## config.mk

```make
export PLATFORM = sky130hd
export DESIGN_NAME = regs_wb_arbiter_flat
export DESIGN_NICKNAME = d
export VERILOG_FILES = /design/src/rtl/regs_wb_pkg.sv /design/src/rtl/regs_wb_arbiter_if.sv /design/src/rtl/regs_wb_fifo.sv /design/src/rtl/regs_wb_arbiter.sv /design/src/flat_wrapper.sv
export SDC_FILE = /design/constraint.sdc
export NUM_CORES = 1
export LEC_CHECK = 0
export ABC_AREA = 0
export BUFFER_PORTS_ARGS = -buffer_cell sky130_fd_sc_hd__buf_2
export CAP_MARGIN = 20
export CORE_MARGIN = 10
export CORE_UTILIZATION = 55
export CTS_BUF_LIST = sky130_fd_sc_hd__clkbuf_8
export CTS_CLUSTER_DIAMETER = 100
export CTS_CLUSTER_SIZE = 25
export DETAILED_ROUTE_END_ITERATION = 12
export PLACE_DENSITY = 0.91
export RECOVER_POWER = 50
export SLEW_MARGIN = 40
export SYNTH_ARGS = -nofsm -noshare
export SYNTH_HDL_FRONTEND = slang
export SYNTH_SLANG_ARGS = --single-unit
```

## constraint.sdc

```tcl
create_clock -name clk -period 4.9 [get_ports clk]
set_input_delay 0.98 -clock clk [delete_from_list [all_inputs] [get_ports clk]]
set_output_delay 0.98 -clock clk [all_outputs]
set_load 0.1 [all_outputs]
```

## src/rtl/regs_wb_pkg.sv

```systemverilog
// Shared widths, arbiter FSM states and the B FIFO entry layout.
// Latency: n/a (declarations only).
// Backpressure: n/a.
package regs_wb_pkg;

    localparam int REG_W    = 32;
    localparam int ADDR_W   = 5;
    localparam int NUM_REGS = 1 << ADDR_W;

    typedef enum logic {
        NORMAL = 1'b0,
        FORCE  = 1'b1
    } arb_state_t;

    typedef struct packed {
        logic              live;
        logic [ADDR_W-1:0] addr;
        logic [REG_W-1:0]  data;
    } wb_entry_t;

endpackage

```

## src/rtl/regs_wb_arbiter_if.sv

```systemverilog
// Bundles the A port, the B handshake and the register file write port.
// Latency: n/a (wiring only).
// Backpressure: B is throttled by b_ready; A is throttled by a_stall.
interface regs_wb_arbiter_if;

    logic                             a_we;
    logic [regs_wb_pkg::ADDR_W-1:0]   a_addr;
    logic [regs_wb_pkg::REG_W-1:0]    a_data;
    logic                             a_stall;
    logic                             b_valid;
    logic                             b_ready;
    logic [regs_wb_pkg::ADDR_W-1:0]   b_addr;
    logic [regs_wb_pkg::REG_W-1:0]    b_data;
    logic                             wt_en;
    logic [regs_wb_pkg::ADDR_W-1:0]   wt_addr;
    logic [regs_wb_pkg::REG_W-1:0]    wt_data;
    logic [regs_wb_pkg::NUM_REGS-1:0] busy;

    // Requester side: the pipeline stages and, in simulation, the bench.
    modport master (
        output a_we, a_addr, a_data, b_valid, b_addr, b_data,
        input  a_stall, b_ready, wt_en, wt_addr, wt_data, busy
    );

    // Arbiter side.
    modport slave (
        input  a_we, a_addr, a_data, b_valid, b_addr, b_data,
        output a_stall, b_ready, wt_en, wt_addr, wt_data, busy
    );

endinterface

```

## src/rtl/regs_wb_fifo.sv

```systemverilog
// DEPTH-entry FIFO of B writes with per-entry live bits, squash-by-address and a busy bitmap.
// Latency: an entry is visible at the head the cycle after the push edge.
// Backpressure: full is exported; the caller must not push while full or pop while empty.
module regs_wb_fifo
    import regs_wb_pkg::*;
#(
    parameter int DEPTH = 2
) (
    input  logic                clk,
    input  logic                rst_n,
    input  logic                push,
    input  wb_entry_t           push_entry,
    input  logic                pop,
    input  logic                squash,
    input  logic [ADDR_W-1:0]   squash_addr,
    output wb_entry_t           head,
    output logic                empty,
    output logic                full,
    output logic [NUM_REGS-1:0] busy
);

    localparam int PTR_W = (DEPTH > 1) ? $clog2(DEPTH) : 1;
    localparam logic [PTR_W:0] FULL_CNT = (PTR_W + 1)'(DEPTH);

    wb_entry_t        mem [DEPTH];
    logic [PTR_W-1:0] rd_ptr;
    logic [PTR_W-1:0] wr_ptr;
    logic [PTR_W:0]   count;
    logic [DEPTH-1:0] occupied;

    assign empty = (count == '0);
    assign full  = (count == FULL_CNT);
    assign head  = mem[rd_ptr];

    // A slot holds a pending entry when its distance from the read pointer is below the count.
    always_comb begin
        occupied = '0;
        for (int i = 0; i < DEPTH; i++) begin
            logic [PTR_W-1:0] off;
            off = PTR_W'(i) - rd_ptr;
            occupied[i] = ({1'b0, off} < count);
        end
    end

    // Busy bitmap: OR of the addresses of all pending live entries; r0 is never busy.
    always_comb begin
        busy = '0;
        for (int i = 0; i < DEPTH; i++) begin
            if (occupied[i] && mem[i].live) begin
                busy[mem[i].addr] = 1'b1;
            end
        end
        busy[0] = 1'b0;
    end

    // Storage, pointers and count; squash only touches entries pending before this edge.
    always_ff @(posedge clk or negedge rst_n) begin
        if (!rst_n) begin
            rd_ptr <= '0;
            wr_ptr <= '0;
            count  <= '0;
            for (int i = 0; i < DEPTH; i++) begin
                mem[i] <= '0;
            end
        end else begin
            if (squash) begin
                for (int i = 0; i < DEPTH; i++) begin
                    if (occupied[i] && (mem[i].addr == squash_addr)) begin
                        mem[i].live <= 1'b0;
                    end
                end
            end
            if (push) begin
                mem[wr_ptr] <= push_entry;
                wr_ptr      <= wr_ptr + 1'b1;
            end
            if (pop) begin
                rd_ptr <= rd_ptr + 1'b1;
            end
            case ({push, pop})
                2'b10:   count <= count + 1'b1;
                2'b01:   count <= count - 1'b1;
                default: ;
            endcase
        end
    end

endmodule

```

## src/rtl/regs_wb_arbiter.sv

```systemverilog
// Shares the register file write port between fixed-priority A and FIFO-buffered B.
// Latency: A 1 cycle to wt_*; B at least 2 cycles (accept edge, pop edge).
// Backpressure: b_ready = !full; a_stall for one cycle after STARVE_LIMIT A wins over a waiting B.
module regs_wb_arbiter
    import regs_wb_pkg::*;
#(
    parameter int DEPTH        = 2,
    parameter int STARVE_LIMIT = 4
) (
    input  logic             clk,
    input  logic             rst_n,
    regs_wb_arbiter_if.slave bus
);

    localparam int CNT_W = (STARVE_LIMIT > 1) ? $clog2(STARVE_LIMIT) : 1;
    localparam logic [CNT_W-1:0] CNT_LAST = CNT_W'(STARVE_LIMIT - 1);

    arb_state_t        state;
    arb_state_t        state_nxt;
    logic [CNT_W-1:0]  cnt;
    logic [CNT_W-1:0]  cnt_nxt;

    logic              a_win;
    logic              pop;
    logic              push;
    logic              out_of_reset;
    wb_entry_t         head;
    wb_entry_t         push_entry;
    logic              empty;
    logic              full;
    logic [NUM_REGS-1:0] busy;

    logic              wt_en_q;
    logic [ADDR_W-1:0] wt_addr_q;
    logic [REG_W-1:0]  wt_data_q;
    logic              a_stall_q;

    // A only wins in NORMAL and only for a real register; otherwise the head drains.
    assign a_win = (state == NORMAL) && bus.a_we && (bus.a_addr != '0);
    assign pop   = !a_win && !empty;

    // r0 writes complete the handshake but are dropped instead of enqueued.
    assign bus.b_ready = out_of_reset && !full;
    assign push        = bus.b_valid && bus.b_ready && (bus.b_addr != '0);
    assign push_entry  = '{live: 1'b1, addr: bus.b_addr, data: bus.b_data};

    regs_wb_fifo #(
        .DEPTH (DEPTH)
    ) u_fifo (
        .clk         (clk),
        .rst_n       (rst_n),
        .push        (push),
        .push_entry  (push_entry),
        .pop         (pop),
        .squash      (a_win),
        .squash_addr (bus.a_addr),
        .head        (head),
        .empty       (empty),
        .full        (full),
        .busy        (busy)
    );

    assign bus.busy    = busy;
    assign bus.wt_en   = wt_en_q;
    assign bus.wt_addr = wt_addr_q;
    assign bus.wt_data = wt_data_q;
    assign bus.a_stall = a_stall_q;

    // Starvation FSM: count A wins over a waiting FIFO, force one drain cycle at the limit.
    always_comb begin
        state_nxt = state;
        cnt_nxt   = cnt;
        case (state)
            NORMAL: begin
                if (a_win && !empty) begin
                    if (cnt == CNT_LAST) begin
                        state_nxt = FORCE;
                    end else begin
                        cnt_nxt = cnt + 1'b1;
                    end
                end else if (pop) begin
                    cnt_nxt = '0;
                end
            end
            FORCE: begin
                state_nxt = NORMAL;
                cnt_nxt   = '0;
            end
            default: begin
                state_nxt = NORMAL;
                cnt_nxt   = '0;
            end
        endcase
    end

    // FSM state and starvation count registers.
    always_ff @(posedge clk or negedge rst_n) begin
        if (!rst_n) begin
            state <= NORMAL;
            cnt   <= '0;
        end else begin
            state <= state_nxt;
            cnt   <= cnt_nxt;
        end
    end

    // Registered write port and stall; addr/data hold when no write is issued.
    always_ff @(posedge clk or negedge rst_n) begin
        if (!rst_n) begin
            wt_en_q      <= 1'b0;
            wt_addr_q    <= '0;
            wt_data_q    <= '0;
            a_stall_q    <= 1'b0;
            out_of_reset <= 1'b0;
        end else begin
            out_of_reset <= 1'b1;
            a_stall_q    <= (state_nxt == FORCE);
            wt_en_q      <= a_win || (pop && head.live);
            if (a_win) begin
                wt_addr_q <= bus.a_addr;
                wt_data_q <= bus.a_data;
            end else if (pop && head.live) begin
                wt_addr_q <= head.addr;
                wt_data_q <= head.data;
            end
        end
    end

endmodule

```

## src/flat_wrapper.sv

```systemverilog
// flat-port wrapper written by rule: the top's interface ports become plain ports
module regs_wb_arbiter_flat import regs_wb_pkg::*;
#(
    parameter int DEPTH        = 2,
    parameter int STARVE_LIMIT = 4
)
  (clk, rst_n, bus_a_we, bus_a_addr, bus_a_data, bus_b_valid, bus_b_addr, bus_b_data, bus_a_stall, bus_b_ready, bus_wt_en, bus_wt_addr, bus_wt_data, bus_busy);
  regs_wb_arbiter_if bus_i ();
  input  logic clk;
  input  logic rst_n;
  input wire logic [$bits(bus_i.a_we)-1:0] bus_a_we;
  input wire logic [$bits(bus_i.a_addr)-1:0] bus_a_addr;
  input wire logic [$bits(bus_i.a_data)-1:0] bus_a_data;
  input wire logic [$bits(bus_i.b_valid)-1:0] bus_b_valid;
  input wire logic [$bits(bus_i.b_addr)-1:0] bus_b_addr;
  input wire logic [$bits(bus_i.b_data)-1:0] bus_b_data;
  output wire logic [$bits(bus_i.a_stall)-1:0] bus_a_stall;
  output wire logic [$bits(bus_i.b_ready)-1:0] bus_b_ready;
  output wire logic [$bits(bus_i.wt_en)-1:0] bus_wt_en;
  output wire logic [$bits(bus_i.wt_addr)-1:0] bus_wt_addr;
  output wire logic [$bits(bus_i.wt_data)-1:0] bus_wt_data;
  output wire logic [$bits(bus_i.busy)-1:0] bus_busy;
  assign bus_i.a_we = bus_a_we;
  assign bus_i.a_addr = bus_a_addr;
  assign bus_i.a_data = bus_a_data;
  assign bus_i.b_valid = bus_b_valid;
  assign bus_i.b_addr = bus_b_addr;
  assign bus_i.b_data = bus_b_data;
  assign bus_a_stall = bus_i.a_stall;
  assign bus_b_ready = bus_i.b_ready;
  assign bus_wt_en = bus_i.wt_en;
  assign bus_wt_addr = bus_i.wt_addr;
  assign bus_wt_data = bus_i.wt_data;
  assign bus_busy = bus_i.busy;
  regs_wb_arbiter #(.DEPTH(DEPTH), .STARVE_LIMIT(STARVE_LIMIT)) u_core (.clk(clk), .rst_n(rst_n), .bus(bus_i));
endmodule
```

==> impl_metrics.env, run 1 <==
export IMPL_yosys_warnings=0
export IMPL_grt_max_degree=82
export IMPL_wire_per_inst_um=19.2
export IMPL_dr_total_vias=4538
export IMPL_critPathMaxStageDelay_ns=0.84
export IMPL_post_synth_cell_area_avg_um2=12.4
export IMPL_grt_overflow_total=0
export IMPL_n_antenna_cell=0
export IMPL_post_route_util=0.662
export IMPL_final_common_cell="buf_2"
export IMPL_hold_viol_final=0
export IMPL_critPathCaptureType="output port"
export IMPL_area_growth_pct=16.6
export IMPL_min_period_ns=3.79
export IMPL_core_area_mm2=0.0110
export IMPL_post_dp_hpwl_um=10800
export IMPL_first_pass_iters=5
export IMPL_drt_total_wl_um=15200
export IMPL_die_height_um=126
export IMPL_worstPathRequired_ns=3.92
export IMPL_path_class="register to output port"
export IMPL_initial_core_util=0.567
export IMPL_dp_cells=757
export IMPL_drive_gt1_frac=0.429
export IMPL_clock_latency_ns=0.42
export IMPL_setup_tns_ns=0
export IMPL_tightest_slew_ns=2.27
export IMPL_setup_violations=0
export IMPL_gr_usage_all_layers=0.186
export IMPL_syn_area_mm2=0.00623
export IMPL_arrival_ns=2.81
export IMPL_fill_cells=820
export IMPL_place_congestion=0.873
export IMPL_ys_types=44
export IMPL_slew_violations=121
export IMPL_ys_seq_elements=122
export IMPL_die_area_mm2=0.0160
export IMPL_root_buffer="clkbuf_8"
export IMPL_slew_headroom=-0.513
export IMPL_max_clock_freq_ghz=0.264
export IMPL_via_per_inst=5.76
export IMPL_hp_class="register to register"
export IMPL_postCtsSetupBuffers=0
export IMPL_rows=38
export IMPL_ys_flop_type="dfrtp_1"
export IMPL_fin_skew_ns=0.00882
export IMPL_cts_tree="yes"
export IMPL_crit_fanout=42
export IMPL_ios=150
export IMPL_rsz0062_at_grt="false"
export IMPL_numClockSinks=122
export IMPL_synthCells=503
export IMPL_die_w_um=126
export IMPL_cts_resized=0
export IMPL_h_tree_depth=4
export IMPL_layout_cells_non_filler=788
export IMPL_status="finished, violations left"
export IMPL_grt_pass1_vias=4849
export IMPL_cts_buffers=17
export IMPL_grt_pass1_wl_um=24500
export IMPL_ys_seq_area_frac=0.490
export IMPL_nNetsFinal=716
export IMPL_io_buffers=148
export IMPL_violations="max-capacitance violations, max-slew violations"
export IMPL_reg2reg_slack_ns=1.76
export IMPL_synthArstFlopShare=1.00
export IMPL_maxCapViolCount=3
export IMPL_drt_iter0_drc=210
export IMPL_crit_slowest_cell="dfrtp_4"
export IMPL_antenna_found_initial=1
export IMPL_final_cell_mix="buf_2 (145), dfrtp_1 (121), mux2_2 (72)"
export IMPL_drc=0
export IMPL_critPathBufInv=1
export IMPL_clk_path_buf_depth=2
export IMPL_ant_nets=0
export IMPL_crit_path_start_kind="register"
export IMPL_fin_crit_sh=0.773
export IMPL_synth_edf_count=0
export IMPL_cts_hold_buf=0
export IMPL_finalHoldWorstSlack_ns=0.484
export IMPL_cts_reportedPaths_clkPinSlew_ns=0.07
export IMPL_cpLargestDelayFamily="flip-flops"
export IMPL_crit_path_cell_trace="a21oi_1 -> nor2b_1 -> nand3_1 -> o22ai_1 -> buf_2"
export IMPL_syn_nets=583
## layout make-up
class / instances / area [um^2] / share of cell area
Clock buffer: 21 / 289 / 0.0398
Sequential cell: 122 / 3060 / 0.420
Clock inverter: 10 / 149 / 0.0205
Multi-Input combinational cell: 339 / 2800 / 0.386
Timing Repair Buffer: 152 / 778 / 0.107
Inverter: 4 / 17.5 / 0.00241
Tap cell: 140 / 175 / 0.0241
## synthesized netlist by cell type, drive strengths merged (3+ instances only)
library cell / count / area, um^2
xnor2: 7 / 61.3
nand3: 6 / 30.0
o21ai: 38 / 190
nand4: 3 / 18.8
mux2: 110 / 1380
nand3b: 7 / 52.6
clkbuf: 15 / 56.3
o22ai: 29 / 181
mux2i: 39 / 390
dfrtp: 122 / 3050
or3: 3 / 18.8
or3b: 5 / 43.8
buf: 23 / 229
inv: 4 / 17.5
nor3: 3 / 15.0
nor2: 11 / 43.8
a21oi: 5 / 28.8
nand2: 44 / 165
xor2: 8 / 70.1
## path summary, 6_finish.rpt
kind,startpoint,to,cells past startpoint
min in group asynchronous,rst_n,asynchronous set/reset pin,1
worst min register to register,u_core.cnt[0],u_core.cnt[0],1
worst max register to register,u_core.u_fifo.count[0],register,4
max in group asynchronous,rst_n,asynchronous set/reset pin,2
worst max-delay path,u_core.u_fifo.rd_ptr,bus_busy[14],5
worst min-delay path,u_core.cnt[0],u_core.cnt[0],1
## cell families after synthesis
kind of cell,synth area share
AND/OR/NAND/NOR,0.0739
buffers and inverters,0.0486
other,0.00121
XOR/XNOR,0.0211
multiplexers,0.284
AO/OA/AOI/OAI,0.0771
adder cells (fa/ha/maj),0.00401
flip-flops,0.490
## per-stage QoR
step	area (um^2)	setup slack, ns
6_report	7270	1.11
5_1_grt	7270	0.951
4_1_cts	7360	1.13
3_5_place_dp	6920	1.60
3_3_place_gp	6900	1.43
2_1_floorplan	6230	0.595
## layer usage
metal  routed length (um)  track usage
met1                 6180        0.214
met2                 7490        0.310
met5                    7            0
met4                  230       0.0683
met3                 1250       0.0700
Power of run 1 is left out: the tool's default activity adds up to more than one toggle a clock period on the data nets, which glitch-free logic cannot reach.
==> run 2: changes to the inputs <==
clock period = 3.95 ns   (was 4.9 ns; I/O delays follow)
==> run 2 against run 1 <==
The flow still finishes with violations (max-capacitance violations, max-slew violations). Critical endpoint is now bus_busy[9]. Flip-flop and latch count is the same. Routed wire length is 4.0% higher. Sequential share of layout area shrank 0.13 points. Largest cell class unchanged. Clock skew up 0.00094 ns. Global-route usage is 1.1 points higher. Register-to-register slack worse by 0.78 ns. Cell count up 0.38%. Critical path type unchanged.
==> impl_metrics.env, run 2 (synthesized netlist as in run 1, its figures left out) <==
export IMPL_first_pass_iters=5
export IMPL_worstPathRequired_ns=3.16
export IMPL_slew_headroom=-0.390
export IMPL_numClockSinks=122
export IMPL_cts_hold_buf=0
export IMPL_cts_tree="yes"
export IMPL_drt_iter0_drc=221
export IMPL_critPathCaptureType="output port"
export IMPL_n_antenna_cell=0
export IMPL_design_area_mm2=0.00729
export IMPL_wire_per_inst_um=19.9
export IMPL_status="finished, violations left"
export IMPL_gr_usage_all_layers=0.197
export IMPL_hp_class="register to register"
export IMPL_crit_fanout=8
export IMPL_h_tree_depth=4
export IMPL_path_class="register to output port"
export IMPL_crit_slowest_cell="or3b_1"
export IMPL_grt_overflow_total=0
export IMPL_cts_buffers=17
export IMPL_clock_latency_ns=0.43
export IMPL_setup_violations=0
export IMPL_drt_total_wl_um=15800
export IMPL_crit_path_start_kind="register"
export IMPL_slew_violations=125
export IMPL_min_period_ns=3.29
export IMPL_final_cell_mix="buf_2 (146), dfrtp_1 (121), mux2_2 (72)"
export IMPL_grt_max_degree=86
export IMPL_hold_viol_final=0
export IMPL_violations="max-capacitance violations, max-slew violations"
export IMPL_max_clock_freq_ghz=0.304
export IMPL_initial_core_util=0.567
export IMPL_io_buffers=148
export IMPL_grt_pass1_wl_um=25700
export IMPL_fin_skew_ns=0.00976
export IMPL_die_area_mm2=0.0160
export IMPL_core_area_mm2=0.0110
export IMPL_drc=0
export IMPL_cpLargestDelayFamily="simple AND/OR/NAND/NOR gates"
export IMPL_rows=38
export IMPL_clk_path_buf_depth=2
export IMPL_post_dp_hpwl_um=11000
export IMPL_layout_setup_ws_ns=0.655
export IMPL_die_height_um=126
export IMPL_area_growth_pct=16.9
export IMPL_cts_resized=0
export IMPL_ios=150
export IMPL_tightest_slew_ns=2.09
export IMPL_maxCapViolCount=2
export IMPL_nNetsFinal=718
export IMPL_fin_crit_sh=0.834
export IMPL_dpl_cell_area_mm2=0.00694
export IMPL_pre_cts_slack_ns=1.15
export IMPL_critPathBufInv=1
export IMPL_arrival_ns=2.50
export IMPL_die_w_um=126
export IMPL_root_buffer="clkbuf_8"
export IMPL_cts_reportedPaths_clkPinSlew_ns=0.07
export IMPL_post_route_util=0.663
export IMPL_dr_total_vias=4481
export IMPL_place_congestion=0.924
export IMPL_final_common_cell="buf_2"
export IMPL_grt_pass1_vias=4877
export IMPL_rsz0062_at_grt="false"
export IMPL_ant_nets=0
export IMPL_critPathMaxStageDelay_ns=0.54
export IMPL_via_per_inst=5.66
export IMPL_postCtsSetupBuffers=0
export IMPL_crit_path_cell_trace="nor2b_1 -> o21ai_0 -> or3b_1 -> o22ai_1 -> buf_2"
export IMPL_finalHoldWorstSlack_ns=0.489
export IMPL_antenna_found_initial=1
export IMPL_drive_gt1_frac=0.442
run 2: cell types whose count changed in the layout (fill, tap and decap cells not counted), sizes merged:
| cell | previous run | this run |
|---|---|---|
| buf | 149 | 148 |
| inv | 7 | 4 |
| clkbuf | 24 | 26 |
| clkinvlp | 1 | 4 |
| clkinv | 2 | 4 |
run 2: worst register-to-register path: stages (launching register included):
cell,delay [ns]
dfrtp_1,0.52
inv_4,0.06
a21boi_4,0.16
and4_1,1.65
mux2_2,0.47
run 2: cell type report:
class | count | area [um^2]
flip-flops and latches | 122 | 3050
well taps | 140 | 175
clock buffers | 20 | 275
fillers | 827 | 3700
repair buffers | 154 | 771
clock inverters | 12 | 170
inverters | 4 | 17.5
multi-input cells | 339 | 2820
run 2: worst paths after layout:
check / slack (ns) / end / from / cells past startpoint
min reg2reg: 0.49 / register / register / 1
max: 0.66 / bus_busy[9] / u_core.u_fifo.count[0] / 5
max in group asynchronous: 1.16 / asynchronous set/reset pin / rst_n / 2
min: 0.49 / register / register / 1
max reg2reg: 0.98 / register / u_core.u_fifo.count[0] / 4
min in group asynchronous: 0.95 / u_core.bus.wt_data[17] / rst_n / 1
run 2: layer usage:
metal	global-route usage	share of wire	vias to the layer above	routed length (um)
met5	0	0.00051	-	8
met4	0.0549	0.010	2	157
met3	0.0762	0.083	18	1310
met2	0.325	0.49	178	7720
met1	0.233	0.42	2190	6560
li1	-	-	2093	-
run 2: per-stage QoR:
stage,std cells,TNS (ns)
2_1_floorplan,503,-0.331
3_3_place_gp,758,0
3_5_place_dp,759,0
4_1_cts,791,0
5_1_grt,791,0
6_report,791,0
Power of run 2 is left out for the same reason.
